**src/rtl/lcd_text_driver.sv**
```systemverilog
// HD44780 16x2 text driver: power-up delay, fixed init commands, then an endless
// two-line refresh built from a per-frame snapshot of both line buffers.
module lcd_text_driver #(
    parameter int POWERUP_CYCLES = 30,
    parameter int CLEAR_CYCLES   = 2
) (
    input  logic         clk_1kHz,
    input  logic         rst,
    input  logic [127:0] i_line1,
    input  logic [127:0] i_line2,
    output logic         o_lcd_e,
    output logic         o_lcd_rs,
    output logic         o_lcd_rw,
    output logic [7:0]   o_lcd_data,
    output logic         o_init_done,
    output logic         o_frame_done
);
    typedef enum logic [1:0] {ST_PWR, ST_INIT, ST_CLRWAIT, ST_FRAME} state_t;
    typedef enum logic [1:0] {PH_S, PH_P, PH_H} phase_t;

    localparam logic [9:0] PWR_LAST = 10'(POWERUP_CYCLES);
    localparam logic [9:0] CLR_LAST = 10'((CLEAR_CYCLES > 0) ? CLEAR_CYCLES - 1 : 0);
    localparam bit         CLR_SKIP = (CLEAR_CYCLES == 0);

    state_t       state_q;
    phase_t       phase_q;
    logic [9:0]   cnt_q;
    logic [3:0]   idx_q;
    logic         line2_q;
    logic         hdr_q;
    logic [127:0] snap1_q;
    logic [127:0] snap2_q;
    logic         e_q;
    logic         rs_q;
    logic [7:0]   data_q;
    logic         init_done_q;
    logic         frame_done_q;

    logic         last_char;
    logic         start_frame;
    logic [127:0] cur_line;

    function automatic logic [7:0] init_cmd(input logic [1:0] n);
        case (n)
            2'd0:    return 8'h38;
            2'd1:    return 8'h0C;
            2'd2:    return 8'h06;
            default: return 8'h01;
        endcase
    endfunction

    // Char k sits at bits [127-8k -: 8], i.e. base 8*(15-k) = {~k, 3'b000}.
    function automatic logic [7:0] char_at(input logic [127:0] line, input logic [3:0] k);
        return line[{~k, 3'b000} +: 8];
    endfunction

    always_comb begin
        cur_line    = line2_q ? snap2_q : snap1_q;
        last_char   = line2_q && !hdr_q && (idx_q == 4'd15);
        start_frame = 1'b0;
        if (state_q == ST_INIT && phase_q == PH_H && idx_q == 4'd3 && CLR_SKIP)
            start_frame = 1'b1;
        if (state_q == ST_CLRWAIT && cnt_q == CLR_LAST)
            start_frame = 1'b1;
        if (state_q == ST_FRAME && phase_q == PH_H && last_char)
            start_frame = 1'b1;
    end

    always_ff @(posedge clk_1kHz) begin
        if (rst) begin
            state_q      <= ST_PWR;
            phase_q      <= PH_S;
            cnt_q        <= '0;
            idx_q        <= '0;
            line2_q      <= 1'b0;
            hdr_q        <= 1'b0;
            snap1_q      <= '0;
            snap2_q      <= '0;
            e_q          <= 1'b0;
            rs_q         <= 1'b0;
            data_q       <= 8'h00;
            init_done_q  <= 1'b0;
            frame_done_q <= 1'b0;
        end else begin
            frame_done_q <= 1'b0;
            if (start_frame) begin
                // Snapshot taken on the same edge that launches the line-1 address command.
                state_q     <= ST_FRAME;
                phase_q     <= PH_S;
                line2_q     <= 1'b0;
                hdr_q       <= 1'b1;
                idx_q       <= '0;
                rs_q        <= 1'b0;
                data_q      <= 8'h80;
                snap1_q     <= i_line1;
                snap2_q     <= i_line2;
                init_done_q <= 1'b1;
            end else begin
                case (state_q)
                    ST_PWR: begin
                        if (cnt_q == PWR_LAST) begin
                            state_q <= ST_INIT;
                            phase_q <= PH_S;
                            idx_q   <= '0;
                            rs_q    <= 1'b0;
                            data_q  <= init_cmd(2'd0);
                        end else begin
                            cnt_q <= cnt_q + 10'd1;
                        end
                    end
                    ST_CLRWAIT: cnt_q <= cnt_q + 10'd1;
                    default: begin
                        case (phase_q)
                            PH_S: begin
                                e_q     <= 1'b1;
                                phase_q <= PH_P;
                            end
                            PH_P: begin
                                e_q          <= 1'b0;
                                phase_q      <= PH_H;
                                frame_done_q <= (state_q == ST_FRAME) && last_char;
                            end
                            default: begin
                                phase_q <= PH_S;
                                if (state_q == ST_INIT) begin
                                    if (idx_q == 4'd3) begin
                                        state_q <= ST_CLRWAIT;
                                        cnt_q   <= '0;
                                    end else begin
                                        idx_q  <= idx_q + 4'd1;
                                        data_q <= init_cmd(idx_q[1:0] + 2'd1);
                                    end
                                end else if (hdr_q) begin
                                    hdr_q  <= 1'b0;
                                    idx_q  <= '0;
                                    rs_q   <= 1'b1;
                                    data_q <= char_at(cur_line, 4'd0);
                                end else if (idx_q == 4'd15) begin
                                    line2_q <= 1'b1;
                                    hdr_q   <= 1'b1;
                                    rs_q    <= 1'b0;
                                    data_q  <= 8'hC0;
                                end else begin
                                    idx_q  <= idx_q + 4'd1;
                                    data_q <= char_at(cur_line, idx_q + 4'd1);
                                end
                            end
                        endcase
                    end
                endcase
            end
        end
    end

    assign o_lcd_e      = e_q;
    assign o_lcd_rs     = rs_q;
    assign o_lcd_rw     = 1'b0;
    assign o_lcd_data   = data_q;
    assign o_init_done  = init_done_q;
    assign o_frame_done = frame_done_q;
endmodule
```
**config.mk**
```make
export PLATFORM = sky130hd
export DESIGN_NAME = lcd_text_driver
export DESIGN_NICKNAME = d
export VERILOG_FILES = /design/src/rtl/lcd_text_driver.sv
export SDC_FILE = /design/constraint.sdc
export NUM_CORES = 1
export LEC_CHECK = 0
export CORE_UTILIZATION = 40
export DETAILED_ROUTE_END_ITERATION = 12
export GPL_TIMING_DRIVEN = 0
export HOLD_SLACK_MARGIN = 0.05
export PLACE_DENSITY = 0.65
export SYNTH_ARGS = -nofsm -noshare
export SYNTH_HDL_FRONTEND = slang
export SYNTH_SLANG_ARGS = --single-unit
export TNS_END_PERCENT = 50
```
**constraint.sdc**
```tcl
create_clock -name clk_1kHz -period 3.23 [get_ports clk_1kHz]
set_input_delay 0.8075 -clock clk_1kHz [delete_from_list [all_inputs] [get_ports clk_1kHz]]
set_output_delay 0.8075 -clock clk_1kHz [all_outputs]
set_load 0.005 [all_outputs]
```
==> load_flow_metrics.sql <==
INSERT INTO impl_metrics (metric_group, metric, value, unit) VALUES
('outcome', 'outcome', 'complete, but fails checks', ''),
('outcome', 'failing_checks', 'DRC', ''),
('critical_path', 'criticalPathCategory', 'reg -> reg', ''),
('cts', 'tritoncts', 'done', ''),
('yosys', 'synth-main-ff-cell', 'dfxtp_1', ''),
('sta', 'setup_repair_after_global_routing_missed_its_margin', 'false', ''),
('yosys', 'synth_xor_area_share', '0.277', '%'),
('routing', 'dr.first_iter.drc_count', '975', ''),
('placement', 'portBuffers', '268', ''),
('cells_and_area', 'top_library_cells_by_usage_in_the_layout_fill_and_taps_aside', 'nand2_1 (542), dfxtp_1 (287), a21oi_1 (284), clkdlybuf4s50_1 (268), clkbuf_1 (74)', ''),
('yosys', 'post_synthesis_share_of_cell_area_spent_on_and_or_nand_and_nor_gates', '19.4', '%'),
('floorplanning', 'core-area', '0.0308', 'mm^2'),
('cells_and_area', 'area_growth_syn_to_layout', '33.6', '%'),
('routing', 'avgViaCountPerCell', '5.38', ''),
('critical_path', 'critical_path_data_required_time', '3.68', 'ns'),
('global_routing', 'vias_in_the_first_global_route', '11600', ''),
('sta', 'layout_min_cycle_time', '3.11', 'ns'),
('yosys', 'yosys.area_share.adder', '0.593', '%'),
('global_routing', 'grt_util_all_layers', '27.1', '%'),
('cts', 'post-cts-setup-buffer-count', '0', ''),
('yosys', 'synthCells', '1486', ''),
('yosys', 'main_combinational_cell_family_by_area_after_synthesis', 'simple AND/OR/NAND/NOR gates', ''),
('cells_and_area', 'finalNetCount', '2049', ''),
('job', 'number_of_maximum_capacitance_constraint_violations', '0', ''),
('yosys', 'netlist_area_before_placement', '0.0127', 'mm^2'),
('routing', 'remaining_drc_errors', '11', ''),
('hold_path', 'worst_case_hold_path_end_point', 'snap1_q[64]', ''),
('floorplanning', 'die_height', '180', 'um'),
('global_routing', 'largest_net_degree_at_the_start_of_global_routing', '17', ''),
('yosys', 'yosysTopAreaCellShare', '45.5', '%'),
('critical_path', 'reg2reg_slack', '0.12', 'ns'),
('power', 'power_density', '436', 'mW/mm^2'),
('critical_path', 'rr_startpoint', 'idx_q[0]', ''),
('cells_and_area', 'share_of_post_route_cells_with_drive_strength_above_1', '9.77', '%'),
('yosys', 'yosysTopAreaCell', 'dfxtp_1', ''),
('floorplanning', 'die_w', '180', 'um'),
('sta', 'max_slew.worst_pin.slew', '1.19', 'ns'),
('critical_path', 'start_kind', 'flop', ''),
('cells_and_area', 'layout.cells.non_filler', '2199', ''),
('hold_path', 'worstHoldStart', 'snap1_q[64]', ''),
('routing', 'wl_per_cell', '20.4', 'um'),
('sta', 'worst_slew_margin_rel', '20.7', '%'),
('cts', 'cts_buffers', '30', ''),
('yosys', 'synth_compound_gate_area_share', '14.5', '%'),
('critical_path', 'critical_path_arrival', '3.56', 'ns'),
('sta', 'max_clock_freq', '321', 'MHz'),
('yosys', 'syn_nets', '1750', ''),
('routing', 'dr.pass1.iters', '11', ''),
('global_routing', 'antenna_found_initial', '1', ''),
('cts', 'cts_sinks', '288', ''),
('floorplanning', 'design.portCount', '271', ''),
('placement', 'dpl.hpwl', '33700', 'um'),
('cts', 'ctsHtreeMaxLevel', '1', ''),
('cells_and_area', 'layout.filler_cells', '2842', ''),
('floorplanning', 'initial_utilization', '41.1', '%'),
('floorplanning', 'floorplan.rows', '64', ''),
('yosys', 'syn-mean-instance-area', '8.52', 'um^2'),
('sta', 'clock-skew-final', '0.0228', 'ns'),
('yosys', 'synthDistinctLibCells', '58', ''),
('hold_path', 'worstHoldPathCells', '2', ''),
('sta', 'layout_worst_path_cycle_share', '96.4', '%'),
('cts', 'cts_max_path_buffers', '3', ''),
('routing', 'drtAntennaViolNets', '0', ''),
('yosys', 'synth-edff-count', '0', ''),
('floorplanning', 'die-area', '0.0324', 'mm^2'),
('placement', 'placed_cells', '2150', ''),
('placement', 'worst_slack_after_detailed_placement', '-1.63', 'ns'),
('yosys', 'post_synthesis_register_bit_count', '288', ''),
('sta', 'worst_slack', '0.118', 'ns'),
('critical_path', 'reg2reg_to', 'o_lcd_data[2]', ''),
('routing', 'vias', '11800', '');
## kinds of logic after synthesis
logic type	count (synthesis)
simple gates	617
compound gates	339
flops	288
buf+inv	129
mux	102
fa+ha+maj	6
xor+xnor	4
other cells	1
## routing by layer
layer	wire, um	part of all wire (%)	GRT usage [%]	vias up
met2	21200	47	44.8	424
met4	1170	2.6	8.66	0
met3	2660	5.9	3.75	68
met1	19800	44	36.6	5654
met5	0	0	0	-
li1	-	-	-	5688
## cell usage after synthesis, types with 3 or more instances
cell / n
a31oi_1: 6
nor2b_1: 4
mux4_2: 68
xnor2_1: 3
nand4_1: 6
o211ai_1: 3
mux2_2: 5
clkbuf_1: 70
dfxtp_1: 288
buf_2: 20
or3_1: 4
o31ai_1: 3
nand3_1: 8
buf_4: 24
nand2_1: 542
nand2b_1: 6
o21ai_0: 12
ha_1: 6
mux2i_1: 29
nor3_1: 3
o221ai_1: 4
a21oi_1: 284
inv_1: 8
nor2_1: 24
or4_1: 5
a211oi_1: 4
buf_1: 5
and3_1: 4
## how the worst max path moves through the flow
stage | slack [ns] | endpoint | cells past startpoint | startpoint
2_1_floorplan | 0.1 | o_lcd_data[3] | 12 | idx_q[0]
4_1_cts | 0.02 | o_lcd_data[3] | 12 | idx_q[0]
3_3_place_gp | -1.63 | o_lcd_data[2] | 13 | idx_q[0]
5_1_grt | 0.02 | o_lcd_data[3] | 12 | idx_q[0]
3_5_place_dp | -1.63 | o_lcd_data[2] | 13 | idx_q[0]
6_report | 0.12 | o_lcd_data[2] | 12 | idx_q[0]
## worst max-delay path, cell delays in order (launching register included)
cell and delay, ns:
dfxtp_2 0.36, buf_12 0.16, buf_12 0.17, buf_8 0.20, inv_4 0.13, ha_1 0.34, buf_8 0.19, buf_12 0.18
mux4_2 0.56, mux2i_4 0.19, o221ai_1 0.16, o21ai_1 0.21, a21oi_1 0.10
## power by group
group          internal (W)  switching [W]
clock               0.00194        0.00144
sequential          0.00355     0.00000451
combinational      0.000291       0.000153
## area by class of cell
class,count,area (um^2),share of cell area (%)
clock inverters,5,77.6,0.458
flip-flops and latches,288,5770,34.1
clock buffers,44,873,5.16
well taps,396,495,2.93
diodes,1,2.50,0.0148
repair buffers,268,2680,15.9
inverters,9,36.3,0.214
multi-input cells,1069,6330,37.4
plain buffers,119,654,3.87
## repair_timing
| item | CTS | global route |
|---|---|---|
| gates resized for setup | 27 | 18 |
| hold buffers | 0 | 0 |
| setup endpoints to repair | 9 | 160 |
| cloned | 0 | 0 |
| pin swaps | 0 | 1 |
## per-stage QoR
step	util [%]	setup TNS (ns)	total power (W)	area (um^2)
6_report	54.9	0	0.00738	16900
3_3_place_gp	51.4	-10.69	0.00408	15800
3_5_place_dp	51.4	-10.84	0.00408	15800
2_1_floorplan	-	0	0.00370	12700
5_1_grt	54.9	0	0.00755	16900
4_1_cts	54.8	0	0.00740	16900
## sequential cells by signal, summed over array words and instances (netlist names)
signal,cells
cnt_q,10
hdr_q,1
o_lcd_e,1
state_q,2
o_frame_done,1
snap2_q,128
o_lcd_rs,1
idx_q,4
o_lcd_data,8
o_init_done,1
phase_q,2
snap1_q,128
line2_q,1
No activity file was read; power rests on OpenSTA's default activity.
